--- src/rtl/csa_accum.sv ---
// Packet accumulator: operands are summed in carry-save form (no carry chain per beat),
// then a bit-serial ripple resolves the redundant pair into the final sum and overflow flag.
module csa_accum #(
    parameter int W    = 4,
    parameter int ACCW = 8
) (
    input  logic            clk,
    input  logic            rst_n,
    input  logic            in_valid,
    output logic            in_ready,
    input  logic [W-1:0]    in_data,
    input  logic            in_last,
    output logic            out_valid,
    input  logic            out_ready,
    output logic [ACCW-1:0] out_sum,
    output logic            out_ovf,
    output logic [1:0]      dbg_state
);

    // Handshake: a beat moves on a rising edge with in_valid && in_ready; a result
    // moves on a rising edge with out_valid && out_ready. Upstream holds while not ready.

    typedef enum logic [1:0] {
        ACCUM   = 2'd0,
        RESOLVE = 2'd1,
        DONE    = 2'd2
    } state_t;

    localparam int IW = (ACCW > 1) ? $clog2(ACCW) : 1;

    state_t          state;
    logic [ACCW-1:0] s;
    logic [ACCW-1:0] c;
    logic [ACCW-1:0] res;
    logic            v;
    logic            cy;
    logic [IW-1:0]   idx;

    logic [ACCW-1:0] x;
    logic [ACCW-1:0] maj;
    logic            s_bit;
    logic            c_bit;
    logic            step_carry;

    always_comb begin
        x          = {{(ACCW - W){1'b0}}, in_data};
        maj        = (s & c) | (s & x) | (c & x);
        s_bit      = s[idx];
        c_bit      = c[idx];
        step_carry = (s_bit & c_bit) | (s_bit & cy) | (c_bit & cy);
    end

    assign in_ready  = (state == ACCUM);
    assign out_valid = (state == DONE);
    assign out_sum   = res;
    assign out_ovf   = v;
    assign dbg_state = state;

    always_ff @(posedge clk) begin
        if (!rst_n) begin
            state <= ACCUM;
            s     <= '0;
            c     <= '0;
            res   <= '0;
            v     <= 1'b0;
            cy    <= 1'b0;
            idx   <= '0;
        end else begin
            case (state)
                ACCUM: begin
                    if (in_valid && in_ready) begin
                        s <= s ^ c ^ x;
                        // The top majority bit has weight 2^ACCW and is lost to the vector.
                        c <= {maj[ACCW-2:0], 1'b0};
                        v <= v | maj[ACCW-1];
                        if (in_last) begin
                            state <= RESOLVE;
                            idx   <= '0;
                            cy    <= 1'b0;
                        end
                    end
                end
                RESOLVE: begin
                    res[idx] <= s_bit ^ c_bit ^ cy;
                    cy       <= step_carry;
                    if (idx == IW'(ACCW - 1)) begin
                        state <= DONE;
                        v     <= v | step_carry;
                    end else begin
                        idx <= idx + 1'b1;
                    end
                end
                DONE: begin
                    if (out_ready) begin
                        state <= ACCUM;
                        s     <= '0;
                        c     <= '0;
                        res   <= '0;
                        v     <= 1'b0;
                    end
                end
                default: state <= ACCUM;
            endcase
        end
    end

endmodule

--- config.mk ---
export PLATFORM = sky130hd
export DESIGN_NAME = csa_accum
export DESIGN_NICKNAME = d
export VERILOG_FILES = /design/src/rtl/csa_accum.sv
export SDC_FILE = /design/constraint.sdc
export NUM_CORES = 1
export LEC_CHECK = 0
export CORE_AREA = 10 10 78 80
export DETAILED_ROUTE_END_ITERATION = 6
export DIE_AREA = 0 0 88 90
export HOLD_SLACK_MARGIN = 0.12
export MAX_ROUTING_LAYER = met4
export REMOVE_ABC_BUFFERS = 1
export SYNTH_ARGS = -nofsm -noshare
export SYNTH_HDL_FRONTEND = slang
export SYNTH_SLANG_ARGS = --single-unit
--- constraint.sdc ---
create_clock -name clk -period 2 [get_ports clk]
set_input_delay 0.4 -clock clk [delete_from_list [all_inputs] [get_ports clk]]
set_output_delay 0.4 -clock clk [all_outputs]
set_load 0.01 [all_outputs]
# Word-level counts from Yosys, hierarchy flattened
# Cells that the tools add are included.
op_classes:
  add_sub_neg: 1
  order_cmp: 2
  n_eq_ne: 8
  mux: 29
  bitwise_logic: 16
  n_reduce_logical: 13
ops:
  columns: ["cell", "n"]
  rows:
  - ["one-hot mux 8 bit (2 select lines)", 3]
  - ["2-to-1 mux 8 bit", 3]
  - ["bitwise AND 8 x 4 -> 8 bit", 2]
  - ["bitwise OR 8 bit", 2]
  - ["AND reduction 4 bit", 3]
  - ["2-to-1 mux 3 bit", 3]
  - ["bitwise AND 8 bit", 1]
  - ["bitwise mux 8 bit", 1]
  - ["2-to-1 mux 1 bit", 8]
  - ["2-to-1 mux 2 bit", 4]
  - ["XOR 8 x 4 -> 8 bit", 1]
  - ["XOR 8 bit", 1]
  - ["binary-select mux 1 bit (select 3 bit)", 2]
  - ["inequality test 2 x 1 -> 1 bit, second input constant", 3]
  - ["one-hot mux 2 bit (3 select lines)", 1]
  - ["one-hot mux 3 bit (2 select lines)", 1]
  - ["AND reduction 3 bit", 2]
  - ["nonzero test 2 bit", 3]
  - ["< comparator 3 x 4 -> 1 bit, second input constant", 1]
  - ["inequality test 2 bit, second input constant", 2]
  - ["bitwise OR 1 bit", 4]
  - ["adder 3 x 1 -> 3 bit, second input constant", 1]
  - ["bitwise AND 1 bit", 3]
  - ["demux 1 bit (select 3 bit)", 1]
  - ["11 further kinds", 13]
totals:
  register_bits: 31
  inputBits: 9
  output_inout_bits: 13
  wordCells: 76

# Longest topological paths before layout
logic_depth:
  word_depth: 8
  mapped_depth: 8
  ltp_nobuf: 7

# Worst setup path before layout
# OpenSTA, ideal clock, no wires.
synth_timing:
  path_type: "reg2reg"
  start: "register idx[1]"
  end: "register res[0] (netlist: out_sum[0])"
  setup_ns: 0.059
  arrival_time_ns: 2.058
  required_time_ns: 1.941
  setup_slack_ns: -0.116
  stages_incl_launch_ff: 7
  n_path_buf: 1
  synth_period_minus_slack_ns: 2.116
  cell_sequence: "dfxtp_1 > buf_2 > mux2_2 > a211oi_1 > fa_1 > nor2b_1 > mux2_2"
synth_via:
  elab_chain_len: 6
  elab_cells_between_ends: 13
  cone_classes: "order compare (2); mux (8); bitwise (2); reduce/logical (1)"
synth_rtl:
  columns: ["item", "line", "text"]
  rows:
  - ["start: declaration", "37", "logic [IW-1:0] idx;"]
  - ["start signal: assignment", "90", "idx <= idx + 1'b1;"]
  - ["< comparator 3 x 4 -> 1 bit (implied by the code), or another cell as far along", "84", "res[idx] <= s_bit ^ c_bit ^ cy;"]
  - ["logical AND 1 bit (implied by the code), or another cell as far along", "84", null]
  - ["2-to-1 mux 1 bit (implied by the code) or XOR 1 bit (tied branches)", "84", null]
  - ["demux 1 bit (select 3 bit) or XOR 1 bit (tied branches)", "84", null]
  - ["bitwise mux 8 bit *", "84", null]
  - ["one-hot mux 8 bit (2 select lines) *", "69", "case (state)"]
  - ["end signal: indexed assignment", "84", null]
  - ["end: declaration", "34", "logic [ACCW-1:0] res;"]
# Mark *: on every way between the ends. The rest lies on a longest branch, timed or not. The select of a mux whose other input is x is not followed.
# A chain may end at the register's enable or synchronous reset.

# Worst setup path in the final report
layout_timing:
  start: "register idx[1]"
  end: "register res[4] (netlist: out_sum[4])"
# The elaborated chain is that of the path after synthesis.

==> out/qor.txt <==
Outcome = complete, no violations
Clock buffer depth = 2
Final #Nets = 206
Post-synth ARST share = 0
Largest vdd supply drop = 0.000336 V
Proportion of synthesized chip area in sequential cells = 0.388
Largest stage delay on the critical path = 0.60 ns
Max_slew headroom = 0.648
Final wirelength = 3.81 mm
Starting density of the core = 0.336
Post-Synthesis Cells = 148
CP max FO = 7
Worst path top cell family by delay = adder cells
Avg Vias per Cell = 5.33
Lkg Pwr = 0.855 nW
Setup Buffers After CTS = 0
Setup Crit Path Kind = reg -> reg
Clk_lat worst skew = 0.28 ns
Max_cap viols = 0
Commonest non-fill, non-tap cell in the layout = dfxtp_1
I/O pins = 22
Synth Area in Compound Gates = 0.167
I/O Buffers = 21
Largest net degree at the start of global routing = 16
WP data arrival = 2.11 ns
Area delta synth->final = 34.4%
Tcrit/Tclk final = 0.974
Fmax = 513 MHz
Core area = 0.00460 sq mm
Final setup vio count = 0
Worst reg2reg setup slack = 0.05 ns
Layout cells sized above 1 = 0.262
H-tree levels = 2
Site Rows = 25
GRT Util Overall = 0.103
Initial antenna violation count = 0
RePlAce Congestion = 0.896
RSZ-0062 raised after global routing = no
Area occupied by registers = 613 sq um
Mean Syn Cell Area = 10.4 sq um
Number of synthesized flops with an enable pin = 0
Reg2reg path depth = 7
Slew @ Worst Pin = 0.527 ns
Main combinational cell family by area after synthesis = simple AND/OR/NAND/NOR gates
Total number of vias = 1285
FF-to-FF End = out_sum[4]
Most frequent cells in the layout = dfxtp_1, clkdlybuf4s50_1, buf_4
Vias in the first global route = 1319
Final min period = 1.95 ns
#FFs+latches synth = 30
Total grt overflow = 0
PwrDens = 619 mW/mm^2
Synth warnings = 0
HPWL Detailed = 2.86 mm
Hold depth = 2
Mux cell area share after synthesis = 0.104
Min-Delay Endpoint = out_ovf
Clk root buf = clkbuf_8
Final hold viol count = 0
Die Ht = 90 um
Syn Std Cell Area = 0.00155 sq mm
Num CTS Buffers = 5
Worst hold slack = 0.459 ns
Post-synthesis adder-cell area fraction = 0.108
Critical Path RT = 2.17 ns
Count of cell types in the netlist = 40
Clock Skew = 0.00505 ns
Crit path max-delay cell type = fa_1
XOR/XNOR share of the synthesized area = 0
Diode count = 0
Critical-path cell list = buf_4 > nand2b_4 > o22ai_2 > a211oi_2 > fa_1 > nor2b_4 > mux2_2
Die W = 88 um
Tot Pwr = 1.29 mW
CTS tree = yes
Die area = 0.00792 sq mm
Clk sink count = 30
# fillers = 447
Routed Antenna Nets = 0
Critical R2R Launch = idx[1]
Ys flop type = dfxtp_1
First-pass GRT wire length = 6.54 mm
Worst path bufs/invs = 1
Synth Area in Simple Gates = 0.189
Crit end category = flip-flop
Worst Hold Class = reg -> reg
Drt wl/cell = 15.8 um
DR iter-0 viols = 74
Length of the first detailed-routing pass in iterations = 4
Clk pin slew, worst setup/hold paths = 0.07 ns
Area of the multi-input gates = 933 sq um
DRC = 0
Startpoint types = flip-flop
Final Max Slew Viols = 0
Worst hold path startpoint = out_ovf
==> routing by layer <==
metal,GRT usage,part of all wire
met5,-,0
met2,0.152,0.48
met1,0.129,0.46
met3,0.0316,0.050
met4,0.0332,0.011
==> report_power, final <==
group	leakage, nW	switching, mW	total, mW	internal, mW
sequential	0.246	0.0172	0.628	0.610
clock	0.0482	0.224	0.501	0.277
combinational	0.561	0.0757	0.159	0.0831
total	0.855	0.317	1.29	0.970
==> synth_stat cells, types with 2 or more instances <==
cell	number	area [sq um]
nor2_1	4	15.0
nand2_1	6	22.5
a21boi_0	2	15.0
nor2b_1	3	18.8
nor3_1	6	30.0
and4bb_1	2	25.0
a22o_1	15	131
dfxtp_1	30	601
ha_1	7	87.6
a21oi_1	3	15.0
mux2i_1	6	60.1
inv_1	3	11.3
and3_1	8	50.1
a211oi_1	3	22.5
nand2b_1	4	25.0
buf_2	4	20.0
buf_6	2	22.5
mux2_2	9	101
fa_1	4	80.1
nand3_1	2	10.0
o21ai_0	5	25.0
nand3b_1	2	15.0
==> cell families (layout without fill, tap and decap cells) <==
| logic type | Yosys count | in the layout |
|---|---|---|
| flops | 30 | 30 |
| simple gates | 46 | 46 |
| compound gates | 35 | 35 |
| mux | 15 | 15 |
| buf+inv | 11 | 50 |
| fa+ha+maj | 11 | 11 |
==> worst reg2reg max path, cell delays in order, from the launching register on <==
cell and delay (ns):
dfxtp_4 0.37, buf_4 0.15, nand2b_4 0.14, o22ai_2 0.17, a211oi_2 0.06, fa_1 0.60
nor2b_4 0.08, mux2_2 0.27
==> metrics by stage <==
| stage | cells | cell area [sq um] | setup TNS, ns | utilization | setup WS, ns |
|---|---|---|---|---|---|
| floorplan | 140 | 1490 | -0.784 | - | -0.112 |
| global placement | 234 | 1930 | -0.159 | 0.419 | -0.0243 |
| detailed placement | 234 | 1930 | -0.913 | 0.419 | -0.138 |
| CTS | 242 | 2040 | 0 | 0.444 | 0.0109 |
| global route | 241 | 2080 | 0 | 0.452 | 0.00133 |
| finish | 241 | 2080 | 0 | 0.452 | 0.0510 |
==> cell type report <==
class                   count  share of cell area
clock buffers               7              0.0415
clock inverters             1             0.00241
inverters                   3             0.00542
multi-input cells         107               0.449
flip-flops and latches     30               0.295
well taps                  54              0.0325
repair buffers             39               0.174
==> worst max-delay path by stage <==
| stage | startpoint | to | slack (ns) | cells after the start |
|---|---|---|---|---|
| 2_1_floorplan | idx[1] | out_sum[0] | -0.11 | 5 |
| 3_3_place_gp | idx[2] | out_sum[3] | -0.02 | 8 |
| 3_5_place_dp | idx[2] | out_sum[7] | -0.14 | 8 |
| 4_1_cts | idx[1] | out_sum[4] | 0.01 | 8 |
| 5_1_grt | idx[1] | out_sum[5] | 0.001 | 7 |
| 6_report | idx[1] | out_sum[4] | 0.05 | 7 |
==> registers in the layout (all words and copies together), names as in the netlist <==
register,flops
dbg_state,2
out_ovf,1
out_sum,8
idx,3
cy,1
c,7
s,8
==> what timing repair did <==
action                                  4_1_cts  5_1_grt
hold buffers                                  0        0
resized for setup                             7       11
endpoints found under the setup margin        7        8
pin swaps                                     1        4
hold endpoints to repair                      0        0
(Power assumes the default switching activity.)
